## config.mk

```make
export PLATFORM = sky130hd
export DESIGN_NAME = keypad_debounce_encoder
export DESIGN_NICKNAME = d
export VERILOG_FILES = /design/src/rtl/keypad_debounce_encoder.sv
export SDC_FILE = /design/constraint.sdc
export NUM_CORES = 1
export LEC_CHECK = 0
export ABC_AREA = 1
export CELL_PAD_IN_SITES_DETAIL_PLACEMENT = 2
export CELL_PAD_IN_SITES_GLOBAL_PLACEMENT = 2
export CORE_UTILIZATION = 35
export CTS_BUF_LIST = sky130_fd_sc_hd__clkbuf_8
export DETAILED_ROUTE_END_ITERATION = 16
export PLACE_DENSITY_LB_ADDON = 0.1
export SETUP_SLACK_MARGIN = 0.2
export SKIP_CTS_REPAIR_TIMING = 1
export SYNTH_ARGS = -nofsm -noshare
export SYNTH_HDL_FRONTEND = slang
export SYNTH_SLANG_ARGS = --single-unit
```

## constraint.sdc

```tcl
create_clock -name clk -period 2.06 [get_ports clk]
set_clock_uncertainty 0.05 [all_clocks]
set_input_delay 0.206 -clock clk [delete_from_list [all_inputs] [get_ports clk]]
set_output_delay 0.206 -clock clk [all_outputs]
set_load 0.005 [all_outputs]
```

## src/rtl/keypad_debounce_encoder.sv

```systemverilog
// keypad_debounce_encoder: synchronize, debounce and binary-encode a raw key vector with press strobe and multi-key detect
module keypad_debounce_encoder #(
   parameter int NUM_KEYS        = 10,
   parameter int CODE_W          = 4,
   parameter int DEBOUNCE_CYCLES = 4,
   parameter int MULTI_KEY_MODE  = 0
) (
   input  logic                clk,
   input  logic                rst_n,
   input  logic                en,
   input  logic [NUM_KEYS-1:0] kbd,
   output logic [CODE_W-1:0]   code,
   output logic                key_valid,
   output logic                key_pulse,
   output logic                multi_err
);
   localparam int CNT_W = $clog2(DEBOUNCE_CYCLES + 1);
   localparam logic [CNT_W-1:0] CNT_MAX = CNT_W'(DEBOUNCE_CYCLES);
   typedef enum logic [1:0] {IDLE, DEBOUNCE, PRESSED, RELEASE_WAIT} state_t;
   state_t              state_q, state_d;
   logic [NUM_KEYS-1:0] meta_q, ks_q;
   logic [CNT_W-1:0]    cnt_q, cnt_d;
   logic [CODE_W-1:0]   idx_q, idx_d, code_q, code_d, cand_idx;
   logic                pulse_q, pulse_d, multi_q, armed_q, armed_d;
   logic                any_key, multi, cand_ok, match;
   // candidate decode from the synchronized keys; lowest set index is used in both modes
   always_comb begin
      any_key  = |ks_q;
      multi    = |(ks_q & (ks_q - NUM_KEYS'(1)));
      cand_idx = '0;
      for (int i = NUM_KEYS - 1; i >= 0; i--)
         if (ks_q[i]) cand_idx = CODE_W'(i);
      cand_ok  = (MULTI_KEY_MODE != 0) ? any_key : (any_key && !multi);
      match    = cand_ok && (cand_idx == idx_q);
   end
   // next-state logic; armed drops when a key is seen while disabled so it cannot be accepted on en reassertion
   always_comb begin
      state_d = state_q;
      cnt_d   = cnt_q;
      idx_d   = idx_q;
      code_d  = code_q;
      pulse_d = 1'b0;
      armed_d = !any_key || (armed_q && en);
      case (state_q)
         IDLE:
            if (en && armed_q && cand_ok) begin
               state_d = DEBOUNCE;
               idx_d   = cand_idx;
               cnt_d   = CNT_W'(1);
            end
         DEBOUNCE:
            if (!en || !match) state_d = IDLE;
            else if (cnt_q == CNT_MAX) begin
               state_d = PRESSED;
               code_d  = idx_q;
               pulse_d = 1'b1;
            end else cnt_d = cnt_q + CNT_W'(1);
         PRESSED:
            if (!en || !match) begin
               state_d = RELEASE_WAIT;
               cnt_d   = '0;
            end
         default: begin
            cnt_d   = any_key ? '0 : cnt_q + CNT_W'(1);
            state_d = (!any_key && cnt_d == CNT_MAX) ? IDLE : state_q;
         end
      endcase
   end
   // state, synchronizer and registered outputs with asynchronous reset
   always_ff @(posedge clk or negedge rst_n) begin
      if (!rst_n) begin
         state_q <= IDLE;
         meta_q  <= '0;
         ks_q    <= '0;
         cnt_q   <= '0;
         idx_q   <= '0;
         code_q  <= '0;
         pulse_q <= 1'b0;
         multi_q <= 1'b0;
         armed_q <= 1'b1;
      end else begin
         state_q <= state_d;
         meta_q  <= kbd;
         ks_q    <= meta_q;
         cnt_q   <= cnt_d;
         idx_q   <= idx_d;
         code_q  <= code_d;
         pulse_q <= pulse_d;
         multi_q <= multi;
         armed_q <= armed_d;
      end
   end
   assign code      = code_q;
   assign key_valid = (state_q == PRESSED);
   assign key_pulse = pulse_q;
   assign multi_err = multi_q;
endmodule
```

Yosys cells after proc, flatten, opt, wreduce, memory -nomap -nowiden
Cells that the tools add are included.
- multiplexer cells: 25
- bitwise gates (word level): 2
- equal/unequal tests: 10
- add/sub/neg operators: 2
- reductions and logical operators: 19
- operator list (kind ; number):
    2-to-1 mux 4 bit ; 10
    OR reduction 10 bit ; 2
    2-to-1 mux 3 bit ; 5
    bitwise AND 10 bit ; 1
    2-to-1 mux 2 bit ; 5
    subtractor 10 x 1 -> 10 bit (second input constant) ; 1
    case mux 3 bit (3 select lines) ; 1
    AND reduction 4 bit ; 2
    == test 3 bit (second input constant) ; 2
    != test 2 bit (second input constant) ; 3
    case mux 2 bit (3 select lines) ; 1
    logical AND 1 bit ; 5
    == test 4 bit ; 1
    logical NOT 1 bit ; 4
    nonzero test 4 bit ; 1
    adder 3 x 1 -> 3 bit (second input constant) ; 1
    2-to-1 mux 1 bit ; 3
    != test 3 bit (second input constant) ; 1
    AND reduction 3 bit ; 1
    == test 2 x 1 -> 1 bit (second input constant) ; 1
    == test 2 bit (second input constant) ; 1
    logical NOT 2 bit ; 1
    logical OR 1 bit ; 2
    != test 2 x 1 -> 1 bit (second input constant) ; 1
    2 further kinds ; 2
- input port bits: 13
- bits in registers: 36
- word-level logic and storage cells: 67

Depth between registers and ports, before layout
Gate-level depths: netlist (run 1).
- word-level depth: 16
- depth in mapped cells: 18
- depth with buffers taken out: 18

Least setup slack after synthesis (run 1)
OpenSTA, ideal clock, no wires.
- kind: reg2reg
- start point: reg ks_q[1]
- end point: reg cnt_q[0]
- data required time: 1.886 ns
- path buffers: 0
- arrival time: 1.660 ns
- library setup time: 0.124 ns
- cell stages (with the launch flop): 16
- path slack: 0.226 ns
- period minus slack after synthesis: 1.834 ns
- path through: dfrtp_1 > nor2_2 > nand2_2 > inv_2 > nand2_1 > nand2_1 > nand2_1 > nor2_2 > nand3_2 > or2_1 > nand2_2 > nand2_2 > inv_2 > nand2_4 > nand2_1 > nand2_1
- cells in the longest elaborated chain, start to end: 10
- elaborated cells on any way between the ends: 19
- RTL lines (element ; RTL line ; RTL):
    start, declared ; 21 ; logic [NUM_KEYS-1:0] meta_q, ks_q;
    start signal, assigned ; 84 ; ks_q <= meta_q;
    subtractor 10 x 1 -> 10 bit ; 29 ; multi = |(ks_q & (ks_q - NUM_KEYS'(1)));
    bitwise AND 10 bit ; 29 ;
    OR reduction 10 bit ; 29 ;
    logical NOT 1 bit ; 33 ; cand_ok = (MULTI_KEY_MODE != 0) ? any_key : (any_key && !multi);
    logical AND 1 bit ; 33 ;
    logical AND 1 bit ; 34 ; match = cand_ok && (cand_idx == idx_q);
    logical NOT 1 bit ; 52, 59 ;
    logical OR 1 bit ; 52, 59 ;
    != test 2 bit (no line) / != test 2 x 1 -> 1 bit (equally long branches) ; - ;
    AND reduction 4 bit (no line) ; - ;
    end signal, assigned ; 85 ; cnt_q <= cnt_d;
    end, declared ; 22 ; logic [CNT_W-1:0] cnt_q, cnt_d;
Parallel ways exist; a longest one is shown, timed or not.
A chain may end at the register's enable or synchronous reset.

Final worst setup path (run 1)
- start point: reg ks_q[0]
- end point: reg idx_q[3]
- cells in the longest elaborated chain, start to end: 7
- elaborated cells on any way between the ends: 9
- RTL lines (element ; RTL line ; RTL):
    subtractor 10 x 1 -> 10 bit ; 29 ;
    bitwise AND 10 bit ; 29 ;
    OR reduction 10 bit ; 29 ;
    logical NOT 1 bit ; 33 ;
    logical AND 1 bit ; 33 ;
    logical AND 1 bit ; 46 ; if (en && armed_q && cand_ok) begin
    AND reduction 2 bit (no line) ; - ;
    end signal, assigned ; 86 ; idx_q <= idx_d;
    end, declared ; 23 ; logic [CODE_W-1:0] idx_q, idx_d, code_q, code_d, cand_idx;
Parallel ways exist; a longest one is shown, timed or not.

==> flow_summary_export.csv, run 1 <==
group,metric,value,unit
grt,grt_pass1_wl,7.32,mm
finish,diodes,0,
finish,drive_gt1_frac,0.333,
worst_setup_path,cp_cell_sequence,"nor2_4 > nand2_4 > o21ai_1 > nand2_2 > nor2_4 > nand3_2 > or2_4 > clkinv_1 > nand2_4 > a21oi_1 > a21oi_1",
finish,syn_to_final_growth,40.5,%
timing,whs,0.277,ns
logic_synthesis,synth-simple-area-share,0.285,
run,maxCapViolations,0,
logic_synthesis,synth_top_family_by_area,"simple AND/OR/NAND/NOR gates",
power,seqPwrFrac,0.481,
worst_setup_path,r2r_cells,11,
worst_setup_path,crit_family,"simple AND/OR/NAND/NOR gates",
timing,fin_crit,2.19,ns
placement,dp_hpwl,3.09,mm
worst_setup_path,worstSetupPathType,"reg -> reg",
logic_synthesis,synth_xor_area_frac,0.0109,
clock_tree,clkSinkCount,36,
finish,layout.nets,236,
timing,rsz0062_at_grt,"true",
floorplanning,fp-row-count,24,
worst_setup_path,crit_required,2.19,ns
power,p_switching,0.425,mW
route,num_vias,1392,
timing,setup_viol,10,
power,powerDensity,710,nW/µm²
placement,place_congestion,0.745,
placement,io_buffers,19,
route,antenna_left,0,
clock_tree,cts-htree-levels,2,
power,p_sw_frac,0.266,
floorplanning,die_h,69.6,µm
logic_synthesis,ys_seq_area_frac,0.563,
logic_synthesis,synth_warnings,0,
status,outcome,"finished, violations left",
route,drc_errors,0,
grt,grt_max_degree,37,
worst_setup_path,max_stage_delay,0.43,ns
power,p_total,1.60,mW
timing,max_slew.worst_pin.slew,0.472,ns
finish,final_util,0.513,
finish,fillers,451,
timing,fmax,456,MHz
status,violations,"negative setup slack",
grt,grt_antenna_before_repair,0,
timing,slew_viol_final,0,
logic_synthesis,netlist_area,1600,µm²
floorplanning,dieWidth,69.6,µm
worst_setup_path,r2r_start,"ks_q[0]",
hold_path,hp-class,"in -> async",
route,drt-wirelength-per-cell,19.9,µm
route,dr.first_iter.drc_count,62,
logic_synthesis,postSynthCellCount,177,
clock_tree,cts_buffer_depth,2,
power,power_frac_clock,0.401,
timing,relSlewSlack,0.685,
power,p_comb_frac,0.118,
route,wirelength,5.46,mm
clock_tree,cts-buffers-inserted,5,
placement,place_ws,-0.0655,ns
timing,setup_ws,-0.135,ns
grt,grtUsageTotal,0.198,
grt,first_global_vias,1519,
power,ir_drop,0.515,mV
logic_synthesis,synthMuxAreaShare,0,
worst_setup_path,cp_slowest_cell,"dfrtp_1",
logic_synthesis,synth_fp_nets,192,
power,leakagePower,1.03,nW
timing,fin_crit_sh,1.07,
worst_setup_path,startpoint_type,"register",
logic_synthesis,synth-seq-cells,36,
timing,hold_viol,0,
logic_synthesis,synth.distinct_cells,28,
floorplanning,initial_core_util,0.365,
route,first_pass_iters,4,
worst_setup_path,rrSetupSlack,-0.13,ns
clock_tree,clk_pin_slew,0.08,ns
clock_tree,cts_tree,"yes",
clock_tree,cts_root_buf,"clkbuf_8",
clock_tree,insertion_delay,0.30,ns
floorplanning,coreArea,4380,µm²
route,vias_per_cell,5.08,
grt,grt_overflow,0,
logic_synthesis,synthAdderAreaFrac,0.0156,
floorplanning,pin_count,20,
worst_setup_path,r2r-end,"idx_q[3]",
worst_setup_path,worst-path-buf-inv,1,
worst_setup_path,cp_max_fo,8,
floorplanning,dieArea,4850,µm²
worst_setup_path,crit_arrival,2.32,ns
logic_synthesis,syn_area_per_cell,9.05,µm²
logic_synthesis,synth-compound-area-share,0.0688,
worst_setup_path,cp-end-kind,"register",
power,internal_power,1.17,mW
worst reg2reg max path, cell delays in order, from the launching register on:
cell      delay (ns)
dfrtp_1         0.43
nor2_4          0.20
nand2_4         0.11
o21ai_1         0.20
nand2_2         0.10
nor2_4          0.13
nand3_2         0.10
or2_4           0.28
clkinv_1        0.08
nand2_4         0.10
a21oi_1         0.22
a21oi_1         0.07
metal layers:
| metal | vias up | track usage | part of all wire |
|---|---|---|---|
| met1 | 720 | 0.232 | 0.41 |
| li1 | 641 | - | - |
| met4 | 0 | 0.0667 | 0.010 |
| met3 | 7 | 0.0494 | 0.028 |
| met2 | 24 | 0.351 | 0.55 |
| met5 | - | 0 | 0 |
sequential cells by signal, indices dropped and copies added, names as in the netlist, 2 cells and up:
signal / cells
code: 4
idx_q: 4
ks_q: 10
state_q: 2
cnt_q: 3
meta_q: 10
cells in the final DEF, fill, tap and decap left out, types with 2 or more instances in the layout:
cell type        instances
nand2_1                 36
dfrtp_1                 33
inv_1                   20
clkdlybuf4s50_1         19
buf_4                   16
nand2_2                 15
nor2_1                  10
nor2_4                   8
nand2_4                  8
o21ai_1                  6
nand3_1                  6
clkbuf_8                 5
nand3_2                  4
a21oi_1                  4
nand4_1                  3
nor2_2                   2
inv_4                    2
o21ai_2                  2
o21a_1                   2
ha_1                     2
dfrtp_2                  2
buf_6                    2
worst max-delay path by stage:
stage,start,endpoint,slack (ns),cells after the start
after floorplan,ks_q[1],cnt_q[0],0.23,15
after global placement,ks_q[2],cnt_q[0],0.05,15
after detailed placement,ks_q[2],cnt_q[0],-0.07,15
after CTS,ks_q[7],cnt_q[0],-0.17,13
after global routing,ks_q[9],code[3],-0.25,11
final,ks_q[0],idx_q[3],-0.13,11
synth_stat cells, drive strengths merged:
library cell | number | share of area
a21oi | 4 | 0.013
a31oi | 1 | 0.0039
clkinv | 1 | 0.0023
dfrtp | 35 | 0.55
dfstp | 1 | 0.016
ha | 2 | 0.016
inv | 23 | 0.054
nand2 | 59 | 0.15
nand3 | 11 | 0.048
nand3b | 1 | 0.0047
nand4 | 3 | 0.012
nor2 | 20 | 0.064
o211ai | 1 | 0.0047
o21a | 2 | 0.0094
o21ai | 9 | 0.033
o41ai | 1 | 0.0055
or2 | 1 | 0.0039
xnor2 | 1 | 0.0055
xor2 | 1 | 0.0055
cells by family after synthesis:
kind of cell | count (synthesis)
and+or+nand+nor | 95
buffers and inverters | 24
AOI/OAI and AO/OA | 18
xor gates and xnor gates | 2
DFF | 36
adders and majority gates | 2
stage by stage:
| stage | cell area, µm² | instances | setup TNS [ns] |
|---|---|---|---|
| after floorplan | 1600 | 177 | 0 |
| after global placement | 1890 | 252 | 0 |
| after detailed placement | 1890 | 252 | -0.108 |
| after CTS | 2000 | 260 | -0.993 |
| after global routing | 2250 | 274 | -2.41 |
| final | 2250 | 274 | -0.567 |
cell type report:
class / count / area, µm² / area share
Clock buffer: 5 / 68.8 / 0.0306
Clock inverter: 3 / 42.5 / 0.0189
Inverter: 24 / 95.1 / 0.0422
Multi-Input combinational cell: 117 / 742 / 0.330
Sequential cell: 36 / 905 / 0.402
Tap cell: 52 / 65.1 / 0.0289
Timing Repair Buffer: 37 / 333 / 0.148
power by group through the flow:
stage / sequential, mW / combinational [mW] / clock, mW
2_1_floorplan: 0.770 / 0.0808 / 0
3_3_place_gp: 0.775 / 0.134 / 0
3_5_place_dp: 0.778 / 0.149 / 0
4_1_cts: 0.765 / 0.151 / 0.642
5_1_grt: 0.774 / 0.209 / 0.676
6_report: 0.770 / 0.189 / 0.640
Note: power is estimated with default switching activity, not from simulation.
==> run 2, diff against run 1 <==
GPL_TIMING_DRIVEN = 0   (was not set)
==> run 2 against run 1 <==
Against the previous run: the run ends with negative hold slack, negative setup slack left; final cell count fell by 4.4%; maximum frequency rose by 5.3%; highest routed layer unchanged; critical path type unchanged; count of clock-buffer cells in the layout did not move; worst hold slack got worse by 0.31 ns; global-route usage fell by 0.93 points; critical path depth rose by 4; worst setup slack improved by 0.11 ns; critical endpoint is now cnt_q[1]; flip-flop and latch count did not move; combinational power fell by 17%; power fell by 4.0%.
==> flow_summary_export.csv, run 2 (same netlist as run 1, synthesis figures left out) <==
group,metric,value,unit
run,maxCapViolations,0,
worst_setup_path,worstSetupPathType,"reg -> reg",
power,p_comb_frac,0.102,
worst_setup_path,cp_slowest_cell,"dfrtp_1",
finish,layout.nets,224,
route,drt-wirelength-per-cell,16.8,µm
hold_path,hp-class,"in -> async",
finish,syn_to_final_growth,32.7,%
clock_tree,cts_tree,"yes",
timing,max_slew.worst_pin.slew,0.836,ns
placement,place_congestion,0.772,
power,internal_power,1.15,mW
status,outcome,"finished, violations left",
timing,setup_ws,-0.0249,ns
finish,reg_top3,"ks_q: 10 flops, meta_q: 10 flops",
finish,instances_no_fill,262,
timing,setup_viol,5,
power,p_switching,0.381,mW
finish,drive_gt1_frac,0.262,
power,power_frac_clock,0.397,
timing,whs,-0.0317,ns
placement,dp.cells,248,
timing,slew_viol_final,0,
finish,ff_latch_area,902,µm²
floorplanning,pin_count,20,
route,dr.first_iter.drc_count,37,
placement,io_buffers,19,
grt,first_global_vias,1406,
worst_setup_path,startpoint_type,"register",
power,leakagePower,0.977,nW
clock_tree,clk_pin_slew,0.08,ns
timing,relSlewSlack,0.443,
worst_setup_path,crit_required,2.19,ns
timing,fmax,480,MHz
power,p_sw_frac,0.248,
clock_tree,insertion_delay,0.29,ns
worst_setup_path,cp_cell_sequence,"nor2_4 > nand2_4 > inv_4 > nand2_2 > nand2_1 > nand2_1 > nor2_2 > nand3_2 > or2_4 > nand2_4 > nand2_4 > inv_6 > nand2_8 > nand2_2 > o21ai_2",
timing,rsz0062_at_grt,"true",
route,antenna_left,0,
floorplanning,initial_core_util,0.365,
worst_setup_path,crit_arrival,2.22,ns
route,drc_errors,0,
worst_setup_path,critPathMostFrequentCell,"nand2_4",
route,num_vias,1297,
grt,grt_pass1_wl,6.89,mm
worst_setup_path,crit_family,"simple AND/OR/NAND/NOR gates",
floorplanning,fp-row-count,24,
status,violations,"negative hold slack, negative setup slack",
finish,multi_input_area,722,µm²
clock_tree,cts_buffer_depth,2,
timing,hold_viol,35,
grt,grtUsageTotal,0.189,
grt,grt_antenna_before_repair,0,
worst_setup_path,max_stage_delay,0.43,ns
finish,layout_commonest_cell,"nand2_1",
finish,diodes,0,
finish,final_util,0.485,
worst_setup_path,cp-end-kind,"register",
clock_tree,cts_root_buf,"clkbuf_8",
timing,fin_crit_sh,1.01,
clock_tree,cts-htree-levels,2,
route,first_pass_iters,4,
floorplanning,dieArea,4850,µm²
power,ir_drop,0.327,mV
power,seqPwrFrac,0.501,
clock_tree,clkSinkCount,36,
worst_setup_path,r2r_start,"ks_q[2]",
worst_setup_path,worst-path-buf-inv,2,
finish,fillers,479,
grt,grt_overflow,0,
route,wirelength,4.39,mm
timing,fin_crit,2.08,ns
floorplanning,die_h,69.6,µm
placement,dp_hpwl,3.07,mm
clock_tree,cts-buffers-inserted,5,
worst_setup_path,startpoint,"ks_q[2]",
floorplanning,dieWidth,69.6,µm
floorplanning,coreArea,4380,µm²
route,vias_per_cell,4.95,
worst_setup_path,cp_max_fo,5,
grt,grt_max_degree,37,
finish,mostFrequentLayoutCells,"nand2_1, dfrtp_1, inv_1, clkdlybuf4s50_1, nor2_1",
power,powerDensity,722,nW/µm²
run 2: routing by layer:
metal  vias up  part of all wire  GRT usage
met5         -                 0          0
met1       653              0.42      0.219
met3         6             0.031     0.0523
met2        21              0.53      0.338
met4         0             0.016     0.0556
li1        617                 -          -
run 2: final timing paths:
| path | cells after the start | slack (ns) | to |
|---|---|---|---|
| min in group clk | 0 | 0.30 | ks_q[6] |
| min reg2reg | 0 | 0.30 | ks_q[6] |
| min | 1 | -0.03 | meta_q[9] |
| max in group asynchronous | 1 | 1.46 | meta_q[2] |
| max | 15 | -0.02 | cnt_q[1] |
| max reg2reg | 15 | -0.02 | cnt_q[1] |
run 2: area by class of cell:
| type | instances | share of cell area |
|---|---|---|
| Sequential cell | 36 | 0.425 |
| Multi-Input combinational cell | 117 | 0.340 |
| Timing Repair Buffer | 25 | 0.108 |
| Inverter | 24 | 0.0459 |
| Tap cell | 52 | 0.0306 |
| Clock inverter | 3 | 0.0183 |
| Clock buffer | 5 | 0.0324 |
run 2: power groups by stage:
stage	Sequential, mW	Clock, mW	Combinational, mW
after floorplan	0.770	0	0.0808
after global placement	0.775	0	0.131
after detailed placement	0.777	0	0.144
after CTS	0.765	0.628	0.147
after global routing	0.772	0.661	0.174
final	0.768	0.610	0.157
run 2: stage by stage:
| stage | hold slack [ns] | setup slack (ns) | TNS (ns) | instance area, µm² | total power [mW] |
|---|---|---|---|---|---|
| after floorplan | -0.140 | 0.226 | 0 | 1600 | 0.851 |
| after global placement | 0.282 | -0.0765 | -2.60 | 1860 | 0.906 |
| after detailed placement | 0.289 | -0.225 | -0.862 | 1850 | 0.921 |
| after CTS | -0.00824 | -0.254 | -1.19 | 1960 | 1.54 |
| after global routing | 0.0298 | -0.152 | -1.40 | 2120 | 1.61 |
| final | -0.0317 | -0.0249 | -0.0555 | 2120 | 1.53 |
==> run 3, diff against run 2 <==
CORE_MARGIN = 1   (was not set)
SKIP_CTS_REPAIR_TIMING = not set   (was 1)
==> run 3 against run 2 <==
Against the previous run: the run ends with negative setup slack left; critical path depth fell by 2; sequential share of layout area is 2.3 points lower; via count up 3.2%; combinational power rose by 8%; global-route usage grew 1.8 points; register-to-register slack got worse by 0.02 ns; first-iteration DRC count fell by 19%; cell area is 5.8% higher; sequential power is essentially flat; non-clock buffer count rose by 7.
==> flow_summary_export.csv, run 3 (same netlist as run 1, synthesis figures left out) <==
group,metric,value,unit
status,outcome,"finished, violations left",
status,violations,"negative setup slack",
finish,layout.nets,231,
placement,dp_hpwl,3.07,mm
floorplanning,fp-row-count,24,
finish,reg_top3,"ks_q: 10 flops, meta_q: 10 flops",
timing,fin_crit_sh,1.02,
timing,setup_viol,6,
timing,fmax,476,MHz
timing,relSlewSlack,0.442,
clock_tree,clk_pin_slew,0.08,ns
route,dr.first_iter.drc_count,30,
clock_tree,clkSinkCount,36,
timing,fin_crit,2.10,ns
grt,grt_max_degree,37,
power,ir_drop,0.379,mV
worst_setup_path,r2r_start,"ks_q[2]",
grt,grt_antenna_before_repair,0,
timing,hold_viol,0,
run,maxCapViolations,0,
placement,place_congestion,0.772,
power,p_total,1.55,mW
timing,rsz0062_at_grt,"true",
power,leakagePower,1.03,nW
timing,setup_ws,-0.0401,ns
clock_tree,cts_tree,"yes",
clock_tree,cts-htree-levels,2,
finish,mostFrequentLayoutCells,"nand2_1, dfrtp_1, inv_1, clkdlybuf4s50_1",
worst_setup_path,max_stage_delay,0.43,ns
clock_tree,cts-buffers-inserted,5,
worst_setup_path,cp-end-kind,"register",
timing,max_slew.worst_pin.slew,0.837,ns
route,wirelength,4.84,mm
route,drt-wirelength-per-cell,18.0,µm
worst_setup_path,worstSetupPathType,"reg -> reg",
route,first_pass_iters,4,
placement,io_buffers,19,
power,powerDensity,692,nW/µm²
worst_setup_path,crit_required,2.19,ns
hold_path,whs_path_depth,1,
grt,grt_overflow,0,
route,num_vias,1339,
floorplanning,initial_core_util,0.365,
floorplanning,dieWidth,69.6,µm
hold_path,hp-class,"in -> reg",
hold_path,min_to,"meta_q[3]",
route,vias_per_cell,4.98,
worst_setup_path,critPathMostFrequentCell,"nand2_4",
worst_setup_path,worst-path-buf-inv,1,
worst_setup_path,r2r-end,"cnt_q[1]",
worst_setup_path,r2r_cells,13,
worst_setup_path,cp_slowest_cell,"dfrtp_1",
grt,first_global_vias,1519,
worst_setup_path,cp_cell_sequence,"nor2_4 > nor2_1 > nor2_1 > nand3_1 > nor2_2 > nand3_2 > or2_4 > nand2_4 > nand2_4 > inv_4 > nand2_4 > nand2_2 > o21ai_2",
floorplanning,coreArea,4380,µm²
route,antenna_left,0,
finish,instances_no_fill,269,
worst_setup_path,cp_max_fo,5,
worst_setup_path,rrSetupSlack,-0.04,ns
clock_tree,cts_buffer_depth,2,
hold_path,hp-start,"kbd[3]",
finish,diodes,0,
grt,grtUsageTotal,0.206,
finish,layout_commonest_cell,"nand2_1",
worst_setup_path,startpoint_type,"register",
floorplanning,pin_count,20,
finish,drive_gt1_frac,0.318,
finish,syn_to_final_growth,40.3,%
route,drc_errors,0,
placement,dp.cells,248,
floorplanning,dieArea,4850,µm²
timing,slew_viol_final,0,
worst_setup_path,crit_arrival,2.23,ns
clock_tree,insertion_delay,0.29,ns
grt,grt_pass1_wl,7.58,mm
floorplanning,die_h,69.6,µm
worst_setup_path,crit_family,"simple AND/OR/NAND/NOR gates",
clock_tree,cts_root_buf,"clkbuf_8",
## run 3: changes by cell type in the layout (fill, tap and decap cells not counted), sizes merged
cell         delta
inv             +1
buf             +6
clkinv          -1
dlygate4sd3     +1
## run 3: final cells by class
type	count	area, µm²
multi-input cells	117	774
well taps	52	65.1
clock buffers	5	68.8
repair buffers	32	300
inverters	24	97.6
flip-flops and latches	36	902
fillers	457	2140
clock inverters	3	38.8
## run 3: report_power, final
| group | switching, mW | leakage, nW | internal (mW) |
|---|---|---|---|
| Clock | 0.262 | 0.0593 | 0.354 |
| Combinational | 0.102 | 0.539 | 0.0678 |
| Sequential | 0.0297 | 0.434 | 0.738 |
## run 3: worst max path at each step
stage          slack, ns    start         end  cells past startpoint
2_1_floorplan       0.23  ks_q[1]    cnt_q[0]                     15
3_3_place_gp       -0.08    rst_n     code[2]                      1
3_5_place_dp       -0.23  ks_q[6]  state_q[1]                      8
4_1_cts            0.006  ks_q[0]    cnt_q[0]                     13
5_1_grt            -0.18  ks_q[2]     code[3]                     11
6_report           -0.04  ks_q[2]    cnt_q[1]                     13
## run 3: repair_timing
| action | CTS | global route |
|---|---|---|
| setup endpoints to repair | 15 | 14 |
| buffers inserted | 11 | 1 |
| resized for setup | 28 | 20 |
| pin swaps | 10 | 12 |
| endpoints found under the hold margin | 19 | 0 |
| hold buffers | 1 | 0 |
## run 3: layer usage
metal  track usage  vias to the layer above  wire length [µm]
met3        0.0509                        4               149
li1              -                      628                 -
met1         0.237                      685              2000
met4        0.0467                        0                33
met5             0                        -                 0
met2         0.384                       22              2670
## run 3: metrics by stage
| step | setup WS [ns] | hold slack, ns | utilization | cell area (µm²) | setup TNS (ns) |
|---|---|---|---|---|---|
| after floorplan | 0.226 | -0.140 | - | 1600 | 0 |
| after global placement | -0.0765 | 0.282 | 0.424 | 1860 | -2.60 |
| after detailed placement | -0.225 | 0.289 | 0.422 | 1850 | -0.862 |
| after CTS | 0.00621 | 0.290 | 0.493 | 2160 | 0 |
| after global routing | -0.176 | 0.296 | 0.513 | 2250 | -1.79 |
| final | -0.0401 | 0.298 | 0.513 | 2250 | -0.137 |
